===== src/rtl/seq_pattern_tx.sv =====
// seq_pattern_tx: repeats a PAT_W-bit pattern MSB first for rep_cnt frames with
// optional idle gaps between frames; all outputs registered (Moore). Rev 1.0
`default_nettype none

module seq_pattern_tx #(
  parameter int                PAT_W    = 5,
  parameter logic [PAT_W-1:0]  DEF_PAT  = 'b10101,
  parameter logic              IDLE_BIT = 1'b0,
  parameter int                REP_W    = 4
) (
  input  logic             clk,
  input  logic             rst,
  input  logic             start,
  input  logic             pat_load,
  input  logic [PAT_W-1:0] pat_in,
  input  logic [REP_W-1:0] rep_cnt,
  input  logic [2:0]       gap_len,
  input  logic             abort,
  output logic             o,
  output logic             o_valid,
  output logic             frame_start,
  output logic             busy,
  output logic             done
);

  localparam int               IDX_W    = (PAT_W > 1) ? $clog2(PAT_W) : 1;
  localparam logic [IDX_W-1:0] LAST_IDX = IDX_W'(PAT_W - 1);

  typedef enum logic [1:0] {
    IDLE  = 2'd0,
    SHIFT = 2'd1,
    GAP   = 2'd2
  } state_t;

  state_t           state, state_nxt;
  logic [PAT_W-1:0] pat, pat_nxt;
  logic [IDX_W-1:0] bit_idx, bit_idx_nxt;
  logic [REP_W-1:0] frames_left, frames_left_nxt;
  logic [2:0]       gap_cfg, gap_cfg_nxt;
  logic [2:0]       gap_left, gap_left_nxt;
  logic             o_nxt, o_valid_nxt, frame_start_nxt, busy_nxt, done_nxt;
  logic [PAT_W-1:0] tx_pat;

  always_ff @(posedge clk) begin
    if (rst) begin
      state       <= IDLE;
      pat         <= DEF_PAT;
      bit_idx     <= '0;
      frames_left <= '0;
      gap_cfg     <= '0;
      gap_left    <= '0;
      o           <= IDLE_BIT;
      o_valid     <= 1'b0;
      frame_start <= 1'b0;
      busy        <= 1'b0;
      done        <= 1'b0;
    end else begin
      state       <= state_nxt;
      pat         <= pat_nxt;
      bit_idx     <= bit_idx_nxt;
      frames_left <= frames_left_nxt;
      gap_cfg     <= gap_cfg_nxt;
      gap_left    <= gap_left_nxt;
      o           <= o_nxt;
      o_valid     <= o_valid_nxt;
      frame_start <= frame_start_nxt;
      busy        <= busy_nxt;
      done        <= done_nxt;
    end
  end

  // A load in the same cycle as start must already be the transmitted pattern.
  assign tx_pat = pat_load ? pat_in : pat;

  always_comb begin
    state_nxt       = state;
    pat_nxt         = pat;
    bit_idx_nxt     = bit_idx;
    frames_left_nxt = frames_left;
    gap_cfg_nxt     = gap_cfg;
    gap_left_nxt    = gap_left;
    o_nxt           = IDLE_BIT;
    o_valid_nxt     = 1'b0;
    frame_start_nxt = 1'b0;
    busy_nxt        = 1'b0;
    done_nxt        = 1'b0;

    case (state)
      IDLE: begin
        if (pat_load) pat_nxt = pat_in;
        if (start && !abort) begin
          state_nxt       = SHIFT;
          frames_left_nxt = (rep_cnt == '0) ? REP_W'(1) : rep_cnt;
          gap_cfg_nxt     = gap_len;
          bit_idx_nxt     = LAST_IDX;
          o_nxt           = tx_pat[PAT_W-1];
          o_valid_nxt     = 1'b1;
          frame_start_nxt = 1'b1;
          busy_nxt        = 1'b1;
        end
      end

      SHIFT: begin
        if (abort) begin
          state_nxt = IDLE;
        end else if (bit_idx != '0) begin
          bit_idx_nxt = bit_idx - 1'b1;
          o_nxt       = pat[bit_idx - 1'b1];
          o_valid_nxt = 1'b1;
          busy_nxt    = 1'b1;
        end else if (frames_left <= REP_W'(1)) begin
          state_nxt       = IDLE;
          frames_left_nxt = '0;
          done_nxt        = 1'b1;
        end else begin
          frames_left_nxt = frames_left - 1'b1;
          busy_nxt        = 1'b1;
          if (gap_cfg == 3'd0) begin
            bit_idx_nxt     = LAST_IDX;
            o_nxt           = pat[PAT_W-1];
            o_valid_nxt     = 1'b1;
            frame_start_nxt = 1'b1;
          end else begin
            state_nxt    = GAP;
            gap_left_nxt = gap_cfg;
          end
        end
      end

      GAP: begin
        // gap_left counts the idle cycles still to show, including this one.
        if (abort) begin
          state_nxt = IDLE;
        end else if (gap_left <= 3'd1) begin
          state_nxt       = SHIFT;
          gap_left_nxt    = '0;
          bit_idx_nxt     = LAST_IDX;
          o_nxt           = pat[PAT_W-1];
          o_valid_nxt     = 1'b1;
          frame_start_nxt = 1'b1;
          busy_nxt        = 1'b1;
        end else begin
          gap_left_nxt = gap_left - 1'b1;
          busy_nxt     = 1'b1;
        end
      end

      default: state_nxt = IDLE;
    endcase
  end

endmodule

`default_nettype wire

===== config.mk =====
export PLATFORM = sky130hd
export DESIGN_NAME = seq_pattern_tx
export DESIGN_NICKNAME = d
export VERILOG_FILES = /design/src/rtl/seq_pattern_tx.sv
export SDC_FILE = /design/constraint.sdc
export NUM_CORES = 1
export LEC_CHECK = 0
export CAP_MARGIN = 10
export CORE_UTILIZATION = 40
export CTS_CLUSTER_DIAMETER = 100
export DETAILED_ROUTE_END_ITERATION = 10
export PLACE_DENSITY = 0.58
export SKIP_LAST_GASP = 1
export SLEW_MARGIN = 20
export SYNTH_ARGS = -nofsm -noshare
export SYNTH_HDL_FRONTEND = slang
export SYNTH_SLANG_ARGS = --single-unit

===== constraint.sdc =====
create_clock -name clk -period 3.12 [get_ports clk]
set_input_delay 0.624 -clock clk [delete_from_list [all_inputs] [get_ports clk]]
set_output_delay 0.624 -clock clk [all_outputs]
set_load 0.05 [all_outputs]

# Word-level counts from Yosys, hierarchy flattened
# Cells that the tools add are included.
totals:
  mem_bits_ro: 0
  ff_bits: 25
  mem_count: 0
  latchBits: 0
  ram_bits: 0
  in_bits: 17
  wordCells: 106
  out_inout_bits: 5
op_classes:
  n_mul: 0
  reduce_logical: 16
  shift: 0
  n_lt_le_gt_ge: 3
  muxes: 57
  eq_ne: 14
  bitwise_logic: 1
  n_div: 0
  n_addsub: 3
ops:
  columns: ["operator", "count"]
  rows:
  - ["3-bit two-way mux", 13]
  - ["1-bit two-way mux", 22]
  - ["4-bit two-way mux", 5]
  - ["2-bit two-way mux", 7]
  - ["2-bit inequality test (second input constant)", 7]
  - ["3-bit inequality test (second input constant)", 4]
  - ["1-bit one-hot mux with 3 select lines", 4]
  - ["3-bit one-hot mux with 3 select lines", 1]
  - ["4-bit one-hot mux with 2 select lines", 1]
  - ["4-bit AND reduction", 2]
  - ["7-bit AND reduction", 1]
  - ["2-bit one-hot mux with 3 select lines", 1]
  - ["3-bit one-hot mux with 2 select lines", 1]
  - ["6-bit AND reduction", 1]
  - ["3-bit nonzero test", 2]
  - ["3-bit by 1-bit subtractor with 3-bit output (second input constant)", 2]
  - ["5-bit two-way mux", 1]
  - ["4-bit by 1-bit less-or-equal comparator with 1-bit output (second input constant)", 1]
  - ["4-bit logical NOT", 1]
  - ["3-bit by 4-bit less-than comparator with 1-bit output (second input constant)", 1]
  - ["4-bit inequality test (second input constant)", 1]
  - ["2-bit AND reduction", 2]
  - ["2-bit nonzero test", 2]
  - ["4-bit OR reduction", 1]
  - ["other kinds (10)", 10]

# Longest topological paths before layout
depth:
  word_depth: 6
  mapped_depth: 7
  depth_no_buf: 7

# Least setup slack after synthesis
# No wires, ideal clock.
synth_path:
  path_kind: "register to register"
  from: "register frames_left[0]"
  to: "register bit_idx[0]"
  setup_ns: 0.128
  period_less_slack_ns: 1.713
  slack_ns: 1.407
  arrival_ns: 1.585
  n_path_buf: 0
  t_required_ns: 2.992
  path_stages_with_launch: 8
  cell_sequence: "dfxtp_1 -> inv_1 -> ha_1 -> nor2_2 -> o31ai_1 -> a211oi_2 -> mux2i_1 -> nor2_1"
synth_between:
  elab_chain_len: 3
synth_lines:
  columns: ["item", "line", "rtl"]
  rows:
  - ["start, declared", "38", "logic [REP_W-1:0] frames_left, frames_left_nxt;"]
  - ["start signal, assigned", "61", "frames_left <= frames_left_nxt;"]
  - ["4-bit by 1-bit less-or-equal comparator with 1-bit output", "111", "end else if (frames_left <= REP_W'(1)) begin"]
  - ["3-bit inequality test (no line)", null, null]
  - ["7-bit AND reduction (no line)", null, null]
  - ["end signal, assigned", "60", "bit_idx <= bit_idx_nxt;"]
  - ["end, declared", "37", "logic [IDX_W-1:0] bit_idx, bit_idx_nxt;"]
# No other way between the ends.
# A chain may end at the register's enable or synchronous reset.

# Final worst setup path
layout_path:
  from: "register o"
  to: "output port o"
layout_lines:
  columns: ["item", "line", "rtl"]
  rows:
  - ["start, declared", "19", "output logic o,"]
  - ["start signal, assigned", "64", "o <= o_nxt;"]
# No word-level cell between the ends.

==> impl_metrics.env <==
export IMPL_status="finished, final reports clean"
export IMPL_async_sr_flop_fraction=0
export IMPL_r2r_end="bit_idx[2]"
export IMPL_stdcell_area_um2=1668
export IMPL_holdBufCountCts=0
export IMPL_detail_route_iter0_violations=47
export IMPL_synth_cell_area_um2=1418
export IMPL_placedInstanceArea_um2=1640
export IMPL_ys_warn_count=0
export IMPL_first_global_vias=1097
export IMPL_routed_wirelength_um=3014
export IMPL_r2r_setup_slack_ns=1.12
export IMPL_crit_path_max_incr_delay_ns=0.79
export IMPL_pwr_density_cell_nw_per_um2=384.0
export IMPL_reg2reg_from="state[0]"
export IMPL_path_delay_family="buffers and inverters"
export IMPL_slew_headroom=0.6012
export IMPL_grt_max_degree=15
export IMPL_ys_ff_latch=25
export IMPL_dp_hpwl_um=2214
export IMPL_cts_clk_slew_worst_paths_ns=0.15
export IMPL_synthesis_nets=186
export IMPL_detail_route_vias_per_cell=5.319
export IMPL_die_w_um=61.53
export IMPL_grt_usage=0.1796
export IMPL_post_drt_wl_per_cell_um=13.34
export IMPL_cts_max_level=1
export IMPL_syn_to_final_growth_pct=17.65
export IMPL_n_fill_cell=354
export IMPL_critical_path_max_fanout=1
export IMPL_core_um2=3363
export IMPL_synth_main_ff_cell="sky130_fd_sc_hd__dfxtp_1"
export IMPL_drive_gt1_frac=0.08889
export IMPL_unique_cell_type_count_in_the_yosys_netlist=46
export IMPL_chipHeight_um=61.53
export IMPL_cts_max_path_buffers=2
export IMPL_type_of_element_capturing_the_critical_path="output pin"
export IMPL_power_leakage_nw=0.6186
export IMPL_grt_overflow_total=0
export IMPL_initial_antenna_violation_count=0
export IMPL_timing_critical_path_depth=1
export IMPL_die_outline_area_um2=3786
export IMPL_design_final_nets=204
export IMPL_timing_fmax_ghz=0.4783
export IMPL_grt_setup_unrepaired="false"
export IMPL_critical_path_arrival_ns=1.47
export IMPL_finalClockSkew_ns=0.009049
export IMPL_worstPathRequired_ns=2.50
export IMPL_timing_worst_setup_path_type="reg2out"
export IMPL_clk_latency_ns=0.34
export IMPL_floorplan_rows=21
export IMPL_synthesis_area_per_instance_um2=8.697
export IMPL_ant_nets=0
export IMPL_critical_path_n_buffers_inverters=1
export IMPL_final_period_minus_worst_setup_slack_ns=2.091
export IMPL_netlist_top_cells_area="sky130_fd_sc_hd__dfxtp_1 (35%), sky130_fd_sc_hd__mux2i_1 (5.6%), sky130_fd_sc_hd__ha_1 (5.3%), sky130_fd_sc_hd__nor2_1 (4.5%), sky130_fd_sc_hd__nand2_1 (4.0%)"
export IMPL_synth_edff_count=0
export IMPL_path_cells="clkdlybuf4s50_1"
export IMPL_num_io_pins=22
export IMPL_setup_viols_final=0
export IMPL_ir_drop_mv=0.1739
export IMPL_synth_top_area_frac=0.3530
export IMPL_drt_drc_violations_left=0
export IMPL_root_buffer="sky130_fd_sc_hd__clkbuf_4"
export IMPL_min_delay_path_class="reg2reg"
export IMPL_detailroute_via_count=1202
export IMPL_start_kind="register"
export IMPL_reg2reg_depth=5
export IMPL_worst_setup_path_endpoint="o"
export IMPL_netlist_top_cell_by_area="sky130_fd_sc_hd__dfxtp_1"
export IMPL_drtPass1Iterations=4
export IMPL_global_route_wire_length_before_repair_um=4974
export IMPL_n_antenna_cell=0
export IMPL_cts_inserted_buffers=3
export IMPL_critPathLaunch="o"
export IMPL_timing_worst_slew_pin_value_ns=0.5932
export IMPL_seq_area_frac_synth=0.3530
export IMPL_cts_tree="yes"
export IMPL_number_of_port_buffers=21
export IMPL_ctsResizeCount=0
export IMPL_totalNegativeSetupSlack_ns=0
export IMPL_max_cap_violations=0
export IMPL_max_slew_violation_count=0
export IMPL_gp_congestion=0.7833
export IMPL_critical_path_slowest_cell="sky130_fd_sc_hd__clkdlybuf4s50_1"
export IMPL_hold_violations=0
export IMPL_synthCells=163
export IMPL_cts_sinks=25
export IMPL_cts_repair_timing_setup_buffer_count=0
export IMPL_finalCritPeriodShare=0.6701
export IMPL_initial_utilization=0.4215
-- flip-flops by register name, indices dropped and copies added (netlist names) --
| signal | count |
|---|---|
| gap_left | 3 |
| bit_idx | 3 |
| done | 1 |
| frame_start | 1 |
| gap_cfg | 3 |
| pat | 5 |
| busy | 1 |
| o_valid | 1 |
| o | 1 |
| state | 2 |
| frames_left | 4 |
-- per-layer routing --
metal	global-route usage	up-vias	share of wire
li1	-	622	-
met1	0.2379	547	0.49
met2	0.2873	27	0.45
met3	0.02941	6	0.036
met4	0.07937	0	0.019
met5	0	-	0
-- kinds of logic (layout without fill, tap and decap cells) --
logic type,after synthesis,after routing,synth area share
mux,9,9,0.07238
xor+xnor,2,2,0.01236
fa+ha+maj,6,6,0.05296
flops,25,25,0.3530
compound gates,42,42,0.2207
buf+inv,19,36,0.06354
simple gates,60,60,0.2251
-- through the flow --
stage	utilization	total power [W]	std cells	worst slack (ns)	hold WS [ns]
5_1_grt	0.4959	0.0006729	226	0.9088	0.5186
2_1_floorplan	-	0.0004505	163	1.408	0.4359
6_report	0.4959	0.0006405	226	1.029	0.4969
3_5_place_dp	0.4877	0.0004932	222	0.7670	0.4622
4_1_cts	0.4959	0.0006428	226	1.027	0.4976
3_3_place_gp	0.4877	0.0004911	222	0.8396	0.4504
-- worst min path at each step --
stage,startpoint,endpoint,slack (ns),depth (start not counted)
floorplan,pat[0],pat[0],0.44,2
global placement,pat[0],pat[0],0.45,2
detailed placement,pat[2],pat[2],0.46,2
CTS,pat[2],pat[2],0.50,2
global route,pat[0],pat[0],0.52,2
finish,pat[2],pat[2],0.50,2
-- cell usage after synthesis (all sizes together) (3+ instances only) --
| cell type | n |
|---|---|
| nand2 | 15 |
| inv | 10 |
| buf | 6 |
| nor3 | 7 |
| dfxtp | 25 |
| a21oi | 12 |
| o21ai | 7 |
| a211oi | 4 |
| mux2i | 8 |
| o31ai | 3 |
| clkbuf | 3 |
| and3 | 3 |
| nor4 | 3 |
| ha | 6 |
| nand2b | 6 |
| nor2 | 18 |
| o311ai | 3 |
-- power by group --
| group | leakage [nW] | internal, W | switching [W] | total (W) |
|---|---|---|---|---|
| logic | 0.396 | 0.0000638 | 0.0000694 | 0.000133 |
| clock network | 0.0177 | 0.0000483 | 0.000106 | 0.000154 |
| registers | 0.204 | 0.000335 | 0.0000185 | 0.000353 |
| total | 0.619 | 0.000447 | 0.000193 | 0.000640 |
-- cell usage in the layout (no fill, tap or decap), drive strengths merged, types with 6 or more instances in the layout --
master,count
nor2,18
nand2b,6
clkdlybuf4s50,21
inv,10
dfxtp,25
nor3,7
ha,6
nand2,15
mux2i,8
o21ai,7
a21oi,12
-- layout make-up --
class / count / area, um^2 / share of cell area
Multi-Input combinational cell: 119 / 827.0 / 0.4959
Sequential cell: 25 / 500.5 / 0.3001
Timing Repair Buffer: 22 / 217.7 / 0.1305
Tap cell: 46 / 57.56 / 0.03451
Clock inverter: 1 / 5.005 / 0.003001
Inverter: 10 / 37.54 / 0.02251
Clock buffer: 3 / 22.52 / 0.01350
Power figures use the tool's default switching activity.
